<file path="config.mk">
export PLATFORM = sky130hd
export DESIGN_NAME = stage_decision
export DESIGN_NICKNAME = d
export VERILOG_FILES = /design/src/rtl/stage_decision.sv
export SDC_FILE = /design/constraint.sdc
export NUM_CORES = 1
export LEC_CHECK = 0
export ABC_AREA = 1
export CORE_ASPECT_RATIO = 0.8
export CORE_MARGIN = 2
export CORE_UTILIZATION = 57
export CTS_CLUSTER_DIAMETER = 60
export DETAILED_ROUTE_END_ITERATION = 10
export GPL_ROUTABILITY_DRIVEN = 1
export PLACE_DENSITY = 0.85
export SETUP_SLACK_MARGIN = 0.02
export SYNTH_ARGS = -nofsm -noshare
export SYNTH_HDL_FRONTEND = slang
export SYNTH_SLANG_ARGS = --single-unit
</file>
<file path="constraint.sdc">
create_clock -name clk -period 4.7 [get_ports clk]
set_input_delay 1.41 -clock clk [delete_from_list [all_inputs] [get_ports clk]]
set_output_delay 1.41 -clock clk [all_outputs]
set_load 0.05 [all_outputs]
</file>
<file path="src/rtl/stage_decision.sv">
// Per-stage verdict for the cascade classifier: accumulates signed weak-classifier
// votes, reads the stage threshold from ROM and emits continue/reject/detect.
module stage_decision #(
  parameter int W_VOTE    = 16,
  parameter int W_SUM     = 20,
  parameter int W_DATA    = 16,
  parameter int W_ADDR    = 16,
  parameter int STAGE_NUM = 25,
  parameter int W_STAGE   = (STAGE_NUM > 1) ? $clog2(STAGE_NUM) : 1
) (
  input  logic                 clk,
  input  logic                 rst,
  // vote stream: data = {last, vote}
  input  logic                 vote_valid,
  output logic                 vote_ready,
  input  logic [W_VOTE:0]      vote_data,
  // threshold ROM read address
  output logic                 thr_addr_valid,
  input  logic                 thr_addr_ready,
  output logic [W_ADDR-1:0]    thr_addr_data,
  // threshold ROM read data
  input  logic                 thr_data_valid,
  output logic                 thr_data_ready,
  input  logic [W_DATA-1:0]    thr_data_data,
  // verdict: data = {stage, code}
  output logic                 result_valid,
  input  logic                 result_ready,
  output logic [W_STAGE+1:0]   result_data
);

  localparam logic [1:0] CODE_CONT = 2'b00;
  localparam logic [1:0] CODE_REJ  = 2'b01;
  localparam logic [1:0] CODE_DET  = 2'b10;
  localparam logic [W_STAGE-1:0] STAGE_LAST = W_STAGE'(STAGE_NUM - 1);

  typedef enum logic [1:0] {
    ACCUM   = 2'b00,
    RD_ADDR = 2'b01,
    RD_DATA = 2'b10,
    RESULT  = 2'b11
  } state_t;

  function automatic logic signed [W_SUM-1:0] sext_vote(input logic [W_VOTE-1:0] v);
    sext_vote = W_SUM'($signed(v));
  endfunction

  function automatic logic signed [W_SUM-1:0] sext_thr(input logic [W_DATA-1:0] t);
    sext_thr = W_SUM'($signed(t));
  endfunction

  state_t                state_r, state_nx_s;
  logic [W_SUM-1:0]      sum_r, sum_nx_s;
  logic [W_STAGE-1:0]    stage_r, stage_nx_s;
  logic [1:0]            code_r, code_nx_s;
  logic                  pass_s;

  logic                  vote_ready_r;
  logic                  thr_addr_valid_r;
  logic [W_ADDR-1:0]     thr_addr_data_r;
  logic                  thr_data_ready_r;
  logic                  result_valid_r;
  logic [W_STAGE+1:0]    result_data_r;

  assign vote_ready     = vote_ready_r;
  assign thr_addr_valid = thr_addr_valid_r;
  assign thr_addr_data  = thr_addr_data_r;
  assign thr_data_ready = thr_data_ready_r;
  assign result_valid   = result_valid_r;
  assign result_data    = result_data_r;

  // Next-state and datapath update for the four-phase stage sequence
  always_comb begin
    state_nx_s = state_r;
    sum_nx_s   = sum_r;
    stage_nx_s = stage_r;
    code_nx_s  = code_r;
    pass_s     = ($signed(sum_r) >= sext_thr(thr_data_data));
    case (state_r)
      ACCUM: begin
        if (vote_valid && vote_ready_r) begin
          sum_nx_s = sum_r + sext_vote(vote_data[W_VOTE-1:0]);
          if (vote_data[W_VOTE]) begin
            state_nx_s = RD_ADDR;
          end else begin
            state_nx_s = ACCUM;
          end
        end else begin
          state_nx_s = ACCUM;
        end
      end
      RD_ADDR: begin
        if (thr_addr_valid_r && thr_addr_ready) begin
          state_nx_s = RD_DATA;
        end else begin
          state_nx_s = RD_ADDR;
        end
      end
      RD_DATA: begin
        if (thr_data_valid && thr_data_ready_r) begin
          state_nx_s = RESULT;
          if (!pass_s) begin
            code_nx_s = CODE_REJ;
          end else if (stage_r == STAGE_LAST) begin
            code_nx_s = CODE_DET;
          end else begin
            code_nx_s = CODE_CONT;
          end
        end else begin
          state_nx_s = RD_DATA;
        end
      end
      RESULT: begin
        if (result_valid_r && result_ready) begin
          state_nx_s = ACCUM;
          sum_nx_s   = {W_SUM{1'b0}};
          // Only a continue advances; reject or detect restarts the cascade
          if (code_r == CODE_CONT) begin
            stage_nx_s = stage_r + W_STAGE'(1);
          end else begin
            stage_nx_s = {W_STAGE{1'b0}};
          end
        end else begin
          state_nx_s = RESULT;
        end
      end
      default: begin
        state_nx_s = ACCUM;
      end
    endcase
  end

  // State, datapath and registered handshake outputs decoded from the next state
  always_ff @(posedge clk or negedge rst) begin
    if (!rst) begin
      state_r          <= ACCUM;
      sum_r            <= {W_SUM{1'b0}};
      stage_r          <= {W_STAGE{1'b0}};
      code_r           <= 2'b00;
      vote_ready_r     <= 1'b1;
      thr_addr_valid_r <= 1'b0;
      thr_addr_data_r  <= {W_ADDR{1'b0}};
      thr_data_ready_r <= 1'b0;
      result_valid_r   <= 1'b0;
      result_data_r    <= {(W_STAGE+2){1'b0}};
    end else begin
      state_r          <= state_nx_s;
      sum_r            <= sum_nx_s;
      stage_r          <= stage_nx_s;
      code_r           <= code_nx_s;
      vote_ready_r     <= (state_nx_s == ACCUM);
      thr_addr_valid_r <= (state_nx_s == RD_ADDR);
      thr_addr_data_r  <= (state_nx_s == RD_ADDR) ? W_ADDR'(stage_nx_s) : {W_ADDR{1'b0}};
      thr_data_ready_r <= (state_nx_s == RD_DATA);
      result_valid_r   <= (state_nx_s == RESULT);
      result_data_r    <= (state_nx_s == RESULT) ? {stage_nx_s, code_nx_s}
                                                 : {(W_STAGE+2){1'b0}};
    end
  end

endmodule

</file>
### Yosys cells after proc, flatten, opt, wreduce, memory -nomap -nowiden

Cells that the tools add are included.

* flip-flop bits (word level): 45
* input bits: 39

* add/subtract/negate cells: 2
* magnitude comparators: 1
* equality and inequality tests: 9
* multiplexer cells: 18
* reduce and logical (&&, ||, !) cells: 9

Operators by type and width (count)
* 20-bit two-way mux: 2
* 20-bit one-hot mux with 2 select lines: 1
* 20-bit adder: 1
* 20-bit by 16-bit greater-or-equal comparator with 1-bit output: 1
* 5-bit two-way mux: 4
* 2-bit two-way mux: 7
* 2-bit == test (second input constant): 4
* 2-bit one-hot mux with 4 select lines: 1
* 7-bit two-way mux: 1
* 2-bit zero test: 3
* 5-bit by 1-bit adder with 5-bit output (second input constant): 1
* 5-bit == test (second input constant): 1
* 2-bit by 1-bit == test with 1-bit output (second input constant): 2
* 1-bit logical AND: 4
* 2-bit inequality test (second input constant): 2
* 3-bit AND reduction: 1
* 1-bit two-way mux: 2
* 2-bit nonzero test: 1

### Depth between registers and ports, before layout

* depth after elaboration: 6
* mapped depth: 15
* mapped depth without buffers: 15

### Least setup slack after synthesis

OpenSTA, ideal clock, no wires.

* path kind: input -> register
* start point: input vote_data[0]
* end point: register sum_r[12]
* setup time: 0.120 ns
* arrival: 2.753 ns
* data required time: 4.580 ns
* path slack: 1.826 ns
* stages: 10
* buffers on the path: 0
* cells stage by stage: ha_1 > fa_1 > nand3_1 > nand3_1 > nand4_1 > nand2_1 > a21oi_1 > a21oi_1 > o21ai_1 > nand2_1

* word-level cells in the longest chain between the ends: 3

Ends and longest elaborated chain
* start: declaration: RTL line 16 `input logic [W_VOTE:0] vote_data,`
* 20-bit adder: RTL line 81 `sum_nx_s = sum_r + sext_vote(vote_data[W_VOTE-1:0]);`
* 20-bit two-way mux: RTL line 80 `if (vote_valid && vote_ready_r) begin`
* 20-bit one-hot mux with 2 select lines: RTL line 78 `case (state_r)`
* end signal: assignment: RTL line 136 `sum_r <= {W_SUM{1'b0}};`
* end signal: assignment: RTL line 147 `sum_r <= sum_nx_s;`
* end: declaration: RTL line 52 `logic [W_SUM-1:0] sum_r, sum_nx_s;`

No other way between the ends. The select of a mux whose other input is x is not followed.
A chain may end at the register's enable or synchronous reset.

### Final worst setup path

Same ends and word-level chain as after synthesis.

==> metrics.md <==
| Metric | Value |
|---|---|
| Max_slew headroom | `0.337` |
| Layout Cells excl Fill | `625` |
| Crit path DAT | `3.35 ns` |
| Core area | `5940 um2` |
| CTS root buffer | `clkbuf_8` |
| Top layer reached by signal wires | `met4` |
| Post-synth EDFFs | `0` |
| Die Wd | `91.8 um` |
| Post-CTS sizing | `0` |
| CP startpoint kind | `input port` |
| Number of remaining DRC errors | `0` |
| Post-CTS setup buffer count | `0` |
| Status | `finished clean` |
| Routed Antenna Nets | `0` |
| Most numerous cell in the Yosys netlist | `nand2_1` |
| Peak VDD IR | `0.000410 V` |
| Final setup viols | `0` |
| Crit end category | `flop` |
| Share of synthesized registers carrying an async set or reset | `1.00` |
| Nets@finish | `624` |
| Initial core utilization | `0.592` |
| Worst Slack Setup Final | `1.54 ns` |
| Commonest cells in the netlist | `128 x nand2_1, 71 x inv_1, 47 x nor2_1` |
| Seq/Total Area, Yosys | `0.321` |
| Post-synth top area share | `0.313` |
| Final Cycle Share | `0.671` |
| Inserted Clock Buffers | `5` |
| Largest net degree at the start of global routing | `46` |
| Placed cell count | `617` |
| CP peak stage delay | `0.45 ns` |
| Area Overhead vs Synth | `20.0%` |
| Hold_ws | `0.530 ns` |
| CP max stage cell | `fa_1` |
| Initial DRC count | `221` |
| Clock sinks | `45` |
| Wire length on met2 | `3580 um` |
| Mapped cell area | `3520 um2` |
| CTS H-Tree Depth | `2` |
| IO buf count | `54` |
| Setup TNS | `0 ns` |
| Vias in the first global route | `2,979` |
| RSZ-0062 raised after global routing | `false` |
| Synth warn | `0` |
| Setup Skew | `0.00672 ns` |
| Final hold viol count | `0` |
| Initial antenna violation count | `0` |
| Leak Pwr | `2.32 nW` |
| Critical path, cell by cell | `clkdlybuf4s50_1, ha_1, fa_1, nand3_1, nand3_1, nand4_1, nand2_1, a21oi_1, a21oi_1, o21ai_1, nand2_1` |
| Synthesis-stage register bit count | `45` |
| Maximum clock insertion buffer count | `2` |
| Syn Inst Count | `485` |
| Critical Path RT | `4.90 ns` |
| CP Max Fanout | `4` |
| Fillers | `507` |
| Routed len/inst | `13.2 um` |
| WL final | `8280 um` |
| Global-route wire length before repair | `13,600 um` |
| Met3 routed WL | `500 um` |
| Setup WS pre-CTS | `1.24 ns` |
| Main area contributors after synthesis | `dfrtp_1 31%, ha_1 15%, nand2_1 14%` |
| Layout cell share with drive strength beyond 1 | `0.0735` |
| PD cells | `537 nW/um2` |
| Period minus WS final | `3.16 ns` |
| Die area | `6820 um2` |
| FMAX | `0.317 GHz` |
| Most used DFF post-synth | `dfrtp_1` |
| Yosys top cell by area | `dfrtp_1` |
| Max Cap Viol | `0` |
| Avg Cell Area, Syn | `7.25 um2` |
| RePlAce Congestion | `0.888` |
| CTS clk-pin slew, worst paths | `0.09 ns` |
| Diode count | `0` |
| Fin util | `0.710` |
| Vias | `3,244` |
| Clk Latency, worst-skew pair | `0.30 ns` |
| Met1 WL | `4080 um` |
| Vias per cell | `5.19` |
| Row count | `25` |
| Post-DP HPWL | `6550 um` |
| Total track usage | `0.253` |
| Critical path class | `in2reg` |
| Worst slew pin tran | `0.995 ns` |
| Total gr overflow | `0` |
| DRT Pass-1 Iters | `7` |
| Boundary Pins | `66` |
| HP Class | `reg2reg` |
| Hold Buf Count CTS | `0` |
| Yosys cell types | `38` |
| Slew Limit Fails | `0` |
| Die Span Y | `74.2 um` |
| CTS tree | `built` |
## report_power, final
part / internal (W) / switching (W)
Combinational: 0.000460 / 0.000858
Sequential: 0.000523 / 0.000108
Clock: 0.000173 / 0.000143
## logic make-up after synthesis
group	synth area share
and+or+nand+nor	0.272
buffers and inverters	0.114
AOI/OAI and AO/OA	0.129
DFF	0.321
adders and majority gates	0.152
xor gates and xnor gates	0.0125
other	0.00107
## final cells by class
class                   count  area (um2)  area share
well taps                  81         101      0.0240
repair buffers             55         543       0.129
clock buffers               6        82.6      0.0196
multi-input cells         356        2030       0.480
inverters                  80         300      0.0712
clock inverters             2        37.5     0.00890
flip-flops and latches     45        1130       0.267
## path summary, 6_finish.rpt
path,slack [ns],depth (start not counted),start,endpoint
max in group asynchronous,2.81,1,rst,result_data[2]$_DFF_PN0_
hold reg to reg,0.53,2,sum_r[14]$_DFFE_PN0P_,sum_r[14]$_DFFE_PN0P_
setup reg to reg,2.65,10,sum_r[0]$_DFFE_PN0P_,sum_r[12]$_DFFE_PN0P_
setup / recovery,1.54,11,vote_data[0],sum_r[12]$_DFFE_PN0P_
hold / removal,0.53,2,sum_r[14]$_DFFE_PN0P_,sum_r[14]$_DFFE_PN0P_
min in group asynchronous,1.26,1,rst,result_data[5]$_DFF_PN0_
## state kept, by name, indices dropped and copies added, names as in the netlist
signal          flops
result_valid        1
result_data         7
thr_addr_data       5
code_r              2
stage_r             5
state_r             2
vote_ready          1
thr_data_ready      1
sum_r              20
thr_addr_valid      1
## critical path, delay by kind of cell
family,cells,cell delay [ns]
adders and majority gates,2,0.70
and+or+nand+nor,5,0.48
buffers and inverters,1,0.40
AOI/OAI and AO/OA,3,0.37
## per-layer routing
layer  vias up  track usage
met3        15       0.0344
met1      1476        0.378
met5         -            0
met4         0       0.0481
met2       108        0.402
li1       1645            -
## placed cells by master, fill, tap and decap left out, types with 3 or more instances in the layout
cell | synthesis | layout
nand2_1 | 128 | 128
inv_1 | 71 | 71
clkdlybuf4s50_1 | 0 | 53
nor2_1 | 47 | 47
dfrtp_1 | 44 | 44
ha_1 | 41 | 41
a21oi_1 | 25 | 25
nand3_1 | 23 | 23
o21ai_0 | 16 | 16
conb_1 | 1 | 11
o21ai_1 | 10 | 10
inv_2 | 9 | 9
a21o_1 | 7 | 7
clkbuf_8 | 0 | 6
nand4_1 | 5 | 5
nand3_2 | 5 | 5
xor2_1 | 4 | 4
nor2_2 | 4 | 4
a21oi_2 | 4 | 4
nand2_2 | 3 | 3
nor3_1 | 3 | 3
## stage by stage
step,cell area [um2],total power (W)
floorplan,3550,0.00158
detailed placement,4100,0.00193
global placement,4100,0.00189
global route,4220,0.00246
CTS,4220,0.00225
finish,4220,0.00227
(Power assumes the default switching activity.)
